**config.mk**
```make
export PLATFORM = sky130hd
export DESIGN_NAME = minmax_frame_ctrl
export DESIGN_NICKNAME = d
export VERILOG_FILES = /design/src/rtl/minmax_frame_ctrl.sv
export SDC_FILE = /design/constraint.sdc
export NUM_CORES = 1
export LEC_CHECK = 0
export BUFFER_PORTS_ARGS = -buffer_cell sky130_fd_sc_hd__buf_2
export CAP_MARGIN = 20
export CORE_ASPECT_RATIO = 1.25
export CORE_MARGIN = 3
export CORE_UTILIZATION = 45
export DETAILED_ROUTE_END_ITERATION = 10
export HOLD_SLACK_MARGIN = 0.1
export PLACE_DENSITY = 0.67
export SETUP_SLACK_MARGIN = 0.3
export SLEW_MARGIN = 20
export SYNTH_ARGS = -nofsm -noshare
export SYNTH_HDL_FRONTEND = slang
export SYNTH_SLANG_ARGS = --single-unit
```
**constraint.sdc**
```tcl
create_clock -name clk -period 21.8 [get_ports clk]
set_clock_uncertainty 0.2 [all_clocks]
set_input_delay 2.18 -clock clk [delete_from_list [all_inputs] [get_ports clk]]
set_output_delay 2.18 -clock clk [all_outputs]
set_load 0.02 [all_outputs]
```
**src/rtl/minmax_frame_ctrl.sv**
```systemverilog
// Frame-level min/max controller: folds per-block extrema from a combinational
// minmax core into one frame extremum tagged with its global element index.

module minmax_core #(
    parameter int W       = 5,
    parameter int NI      = 9,
    parameter int IDXW    = $clog2(NI),
    parameter int OUT_CFG = 0,
    parameter int MM_CFG  = 0
) (
    input  logic [NI*W-1:0] data,
    input  logic            us_sel,
    input  logic            min_max_sel,
    output logic [W-1:0]    result,
    output logic [IDXW-1:0] index
);
    // MM_CFG: 0 = runtime select, 1 = fixed min, 2 = fixed max.
    // OUT_CFG: 0 = value and index, otherwise index only (value forced to zero).
    function automatic logic is_better(input logic [W-1:0] a, input logic [W-1:0] b,
                                       input logic us, input logic mx);
        logic gt;
        logic lt;
        if (us) begin
            gt = $signed(a) > $signed(b);
            lt = $signed(a) < $signed(b);
        end else begin
            gt = a > b;
            lt = a < b;
        end
        return mx ? gt : lt;
    endfunction

    logic            mx_s;
    logic            upd_s;
    logic [W-1:0]    best_val_s;
    logic [IDXW-1:0] best_idx_s;

    // Linear scan; strict compare keeps the lowest local index on ties.
    always_comb begin
        mx_s       = (MM_CFG == 0) ? min_max_sel : (MM_CFG == 2);
        upd_s      = 1'b0;
        best_val_s = data[W-1:0];
        best_idx_s = {IDXW{1'b0}};
        for (int i = 1; i < NI; i++) begin
            upd_s      = is_better(data[i*W +: W], best_val_s, us_sel, mx_s);
            best_val_s = upd_s ? data[i*W +: W] : best_val_s;
            best_idx_s = upd_s ? IDXW'(i) : best_idx_s;
        end
    end

    assign result = (OUT_CFG == 0) ? best_val_s : {W{1'b0}};
    assign index  = best_idx_s;
endmodule

module minmax_frame_ctrl #(
    parameter int W        = 5,
    parameter int NI       = 9,
    parameter int IDXW     = $clog2(NI),
    parameter int NBLK_MAX = 16,
    parameter int GIDXW    = $clog2(NI*NBLK_MAX)
) (
    input  logic                      clk,
    input  logic                      rst_n,
    input  logic                      cfg_start,
    input  logic [$clog2(NBLK_MAX):0] cfg_nblk,
    input  logic                      cfg_us_sel,
    input  logic                      cfg_min_max_sel,
    input  logic                      s_valid,
    output logic                      s_ready,
    input  logic [NI*W-1:0]           s_data,
    output logic                      m_valid,
    input  logic                      m_ready,
    output logic [W-1:0]              m_result,
    output logic [GIDXW-1:0]          m_index,
    output logic                      busy
);
    localparam int NBW = $clog2(NBLK_MAX) + 1;

    typedef enum logic [1:0] {IDLE = 2'd0, RUN = 2'd1, DONE = 2'd2} state_t;

    function automatic logic is_better(input logic [W-1:0] a, input logic [W-1:0] b,
                                       input logic us, input logic mx);
        logic gt;
        logic lt;
        if (us) begin
            gt = $signed(a) > $signed(b);
            lt = $signed(a) < $signed(b);
        end else begin
            gt = a > b;
            lt = a < b;
        end
        return mx ? gt : lt;
    endfunction

    state_t           state_r;
    state_t           state_s;
    logic [NBW-1:0]   nblk_r;
    logic [NBW-1:0]   blk_cnt_r;
    logic             us_r;
    logic             mm_r;
    logic [W-1:0]     acc_val_r;
    logic [W-1:0]     acc_val_s;
    logic [GIDXW-1:0] acc_idx_r;
    logic [GIDXW-1:0] acc_idx_s;
    logic             s_ready_r;
    logic             m_valid_r;
    logic             busy_r;
    logic [W-1:0]     m_result_r;
    logic [GIDXW-1:0] m_index_r;
    logic [W-1:0]     core_val_s;
    logic [IDXW-1:0]  core_idx_s;
    logic             beat_s;
    logic             last_s;
    logic             start_ok_s;
    logic             cand_better_s;
    logic [GIDXW-1:0] cand_idx_s;

    minmax_core #(
        .W(W), .NI(NI), .IDXW(IDXW), .OUT_CFG(0), .MM_CFG(0)
    ) u_core (
        .data        (s_data),
        .us_sel      (us_r),
        .min_max_sel (mm_r),
        .result      (core_val_s),
        .index       (core_idx_s)
    );

    // Beat qualification and accumulator fold; block 0 always loads.
    always_comb begin
        start_ok_s    = cfg_start && (cfg_nblk != {NBW{1'b0}}) && (cfg_nblk <= NBW'(NBLK_MAX));
        beat_s        = s_valid && s_ready_r;
        last_s        = (blk_cnt_r == (nblk_r - NBW'(1'b1)));
        cand_idx_s    = GIDXW'(blk_cnt_r) * GIDXW'(NI) + GIDXW'(core_idx_s);
        cand_better_s = is_better(core_val_s, acc_val_r, us_r, mm_r);
        if (beat_s && ((blk_cnt_r == {NBW{1'b0}}) || cand_better_s)) begin
            acc_val_s = core_val_s;
            acc_idx_s = cand_idx_s;
        end else begin
            acc_val_s = acc_val_r;
            acc_idx_s = acc_idx_r;
        end
    end

    // Next-state logic.
    always_comb begin
        state_s = state_r;
        case (state_r)
            IDLE: begin
                if (start_ok_s) state_s = RUN;
                else            state_s = IDLE;
            end
            RUN: begin
                if (beat_s && last_s) state_s = DONE;
                else                  state_s = RUN;
            end
            DONE: begin
                if (m_ready) state_s = IDLE;
                else         state_s = DONE;
            end
            default: state_s = IDLE;
        endcase
    end

    // State register.
    always_ff @(posedge clk) begin
        if (!rst_n) state_r <= IDLE;
        else        state_r <= state_s;
    end

    // Registered handshakes, captured config, counter, accumulator and result.
    always_ff @(posedge clk) begin
        if (!rst_n) begin
            s_ready_r  <= 1'b0;
            m_valid_r  <= 1'b0;
            busy_r     <= 1'b0;
            nblk_r     <= {NBW{1'b0}};
            blk_cnt_r  <= {NBW{1'b0}};
            us_r       <= 1'b0;
            mm_r       <= 1'b0;
            acc_val_r  <= {W{1'b0}};
            acc_idx_r  <= {GIDXW{1'b0}};
            m_result_r <= {W{1'b0}};
            m_index_r  <= {GIDXW{1'b0}};
        end else begin
            s_ready_r <= (state_s == RUN);
            m_valid_r <= (state_s == DONE);
            busy_r    <= (state_s != IDLE);
            acc_val_r <= acc_val_s;
            acc_idx_r <= acc_idx_s;
            if ((state_r == IDLE) && start_ok_s) begin
                nblk_r    <= cfg_nblk;
                us_r      <= cfg_us_sel;
                mm_r      <= cfg_min_max_sel;
                blk_cnt_r <= {NBW{1'b0}};
            end else if (beat_s) begin
                blk_cnt_r <= blk_cnt_r + NBW'(1'b1);
            end
            if (beat_s && last_s) begin
                m_result_r <= acc_val_s;
                m_index_r  <= acc_idx_s;
            end
        end
    end

    assign s_ready  = s_ready_r;
    assign m_valid  = m_valid_r;
    assign busy     = busy_r;
    assign m_result = m_result_r;
    assign m_index  = m_index_r;
endmodule

```
==> out/metrics.yaml <==
status: "finished clean"
p_leak_uw: 0.00259
setup_viol_count_final: 0
grt_pass1_vias: 5000
worst_ep_required_time_ns: 21.80
io_buffers: 72
grt_max_degree: 45
fin_nets: 845
powerDensity_mw_per_mm2: 158
switching_power_uw: 479
globalplace.congestion: 0.946
clock_latency_ns: 0.29
ys_warn_count: 0
synth_edf_count: 0
grt_usage_pct: 21.9
crit_fanout: 20
cts_setup_buffers: 0
synthFlopType: "dfxtp_1"
drt-wirelength-per-cell_um: 16.2
start_util_pct: 46.3
post-route-min-period_ns: 19.66
postLayoutCellArea_mm2: 0.00572
clkPwrFrac_pct: 8.3
cts_resized: 0
hold_path.class: "reg2reg"
slew_viol_final: 0
place_inst: 871
fillers: 1084
rsz0062_at_grt: "no"
syn_area_mm2: 0.00516
holdBufCountCts: 0
period_share_pct: 90.2
use_met2_pct: 38.9
synthTopCellsByArea: "dfxtp_1, ha_1, nor2_1"
cts_root_buf: "clkbuf_16"
grt_antenna_before_repair: 0
met3_usage_pct: 2.16
p_sw_share_pct: 52.9
syn2layout_area_growth_pct: 10.8
relSlewSlack_pct: 40.5
num_vias: 5298
start_kind: "primary input"
htree_num_levels: 2
p_seq_share_pct: 9.5
drtAntennaViolNets: 0
fmax_mhz: 50.9
first_pass_iters: 7
yosysSeqAreaShare_pct: 16.7
worst_slew_pin_slew_ns: 0.892
die_h_um: 126
ir_drop_mv: 0.0939
register_area_um2: 861
final_layout_size_suffix_gt1_share_pct: 17.1
synthArstFlopShare_pct: 0
cpPeakStageDelay_ns: 0.62
drv_cap: 0
crit_family: "compound AO/OA/AOI/OAI gates"
final.setup.tns_ns: 0
ys_ff_latch: 43
layoutNonFillerInstCount: 879
drc_errors: 0
hpwlAfterDp_mm: 11.3
antennaDiodeCount: 0
synth_cell_types: 93
setup.worst_path.class: "in2reg"
post-route-util_pct: 51.3
vias_per_cell: 6.03
finalHoldViolCount: 0
pwr-share-comb_pct: 82.2
die_area_mm2: 0.0128
io_pins: 73
multi_input_area_mm2: 0.00395
slowest_stage: "o211a_1"
r2r_start: "us_r"
rows: 43
p_int_uw: 426
synth.avg_cell_area_um2: 7.46
use_met1_pct: 27.9
wl_mm: 14.2
die_x_um: 102
yosysTopAreaCellShare_pct: 16.7
cts.sinks: 43
cp-startpoint: "s_data[4]"
clk_path_buf_depth: 2
cp_num_buf_inv: 10
numCtsBuffers: 5
placed_cell_area_mm2: 0.00557
path_clk_slew_ns: 0.07
grt_first_pass_wirelength_mm: 23.5
yosys.area.top_type: "dfxtp_1"
drt-initial-drc-count: 277
cts_tree: "built"
hp-start: "acc_idx_r[6]"
end_kind: "flip-flop"
timing.hold.ws_ns: 0.295
core-area_mm2: 0.0111
synth_cells: 691
arrival_ns: 19.65
busiest_layer: "met2"
grt_overflow_total: 0
syn_nets: 793
==> worst register-to-register path: cells and delay by family (launching register included) <==
family,cells,cell delay [ns]
buffers and inverters,9,1.41
muxes,9,2.91
xor gates and xnor gates,1,0.15
and+or+nand+nor,20,2.70
adders and majority gates,8,2.27
AOI/OAI and AO/OA,38,7.64
DFF,1,0.69
==> flip-flops by register name (all words and copies together) (netlist names) <==
name       count
acc_idx_r      8
m_index        8
acc_val_r      5
blk_cnt_r      5
m_result       5
nblk_r         5
state_r        2
busy           1
m_valid        1
mm_r           1
s_ready        1
us_r           1
==> worst paths after layout <==
kind                  endpoint  slack [ns]  cells after the start
setup reg to reg   m_result[3]        3.74                     85
hold reg to reg   acc_idx_r[6]        0.30                      2
setup / recovery   m_result[3]        2.14                     88
hold / removal    acc_idx_r[6]        0.30                      2
==> cell type report <==
type / count / area share (%)
Timing Repair Buffer: 75 / 6.70
Clock inverter: 3 / 0.416
Sequential cell: 43 / 15.1
Tap cell: 135 / 2.95
Clock buffer: 5 / 2.19
Multi-Input combinational cell: 564 / 69.1
Inverter: 54 / 3.55
==> cells in the mapped netlist, drive strengths merged, types with 4 or more instances <==
cell type / instances
nor2: 77
nand2: 57
a21oi: 56
inv: 53
o21ai: 53
ha: 44
dfxtp: 43
mux2i: 25
nor3: 19
xnor2: 19
clkbuf: 18
nand3: 16
xor2: 16
o211ai: 13
and2: 12
buf: 12
mux2: 12
a211oi: 10
a31oi: 10
and3: 10
a21o: 8
nand2b: 8
nand4: 7
o221ai: 7
o22ai: 7
nor2b: 6
or3: 6
a221oi: 4
a41oi: 4
o211a: 4
or2: 4
==> cell families after synthesis <==
logic type                 synth area share (%)
AOI/OAI and AO/OA                          28.6
xor gates and xnor gates                   5.94
adders and majority gates                  11.7
buffers and inverters                      6.79
DFF                                        16.7
muxes                                      8.52
and+or+nand+nor                            21.8
==> per-layer routing <==
layer | vias up | share of wire, %
li1 | 2622 | -
met1 | 2466 | 42
met2 | 187 | 51
met3 | 23 | 5.2
met4 | 0 | 1.8
met5 | - | 0
==> power by group through the flow <==
stage / Clock (uW) / Sequential, uW / Combinational (uW)
2_1_floorplan: 0 / 87.2 / 600
3_3_place_gp: 0 / 87.9 / 715
3_5_place_dp: 0 / 88.0 / 737
4_1_cts: 76.4 / 86.2 / 739
5_1_grt: 79.1 / 86.7 / 841
6_report: 75.4 / 86.2 / 744
==> cells in the final DEF (no fill, tap or decap), types with 3 or more instances in the layout <==
| cell | n |
|---|---|
| a21oi_1 | 54 |
| o2bb2ai_1 | 3 |
| inv_1 | 52 |
| o221ai_1 | 7 |
| nand2_1 | 56 |
| a41oi_1 | 3 |
| buf_4 | 3 |
| o21a_1 | 3 |
| o2111a_1 | 3 |
| mux2i_1 | 23 |
| or3_1 | 5 |
| nor2_1 | 77 |
| o21ai_1 | 10 |
| nand3_1 | 15 |
| nand2b_1 | 8 |
| o211a_1 | 3 |
| nand4_1 | 7 |
| nor3_1 | 15 |
| o21ai_2 | 3 |
| nor3_2 | 3 |
| mux2_4 | 4 |
| dfxtp_1 | 43 |
| a211oi_1 | 10 |
| buf_2 | 72 |
| clkbuf_16 | 5 |
| ha_1 | 44 |
| and2_1 | 12 |
| mux2_2 | 7 |
| nor2b_1 | 6 |
| o211ai_1 | 12 |
| a31oi_1 | 8 |
| and3_1 | 10 |
| a21o_1 | 8 |
| o22ai_1 | 7 |
| xor2_1 | 16 |
| xnor2_1 | 19 |
| o21ai_0 | 40 |
==> per-stage QoR <==
step / setup slack, ns / power (uW)
6_report: 2.14 / 905
5_1_grt: 0.528 / 1010
4_1_cts: 2.25 / 901
3_5_place_dp: 1.99 / 825
3_3_place_gp: 2.38 / 803
2_1_floorplan: 4.18 / 688
No activity file was read; power rests on OpenSTA's default activity.
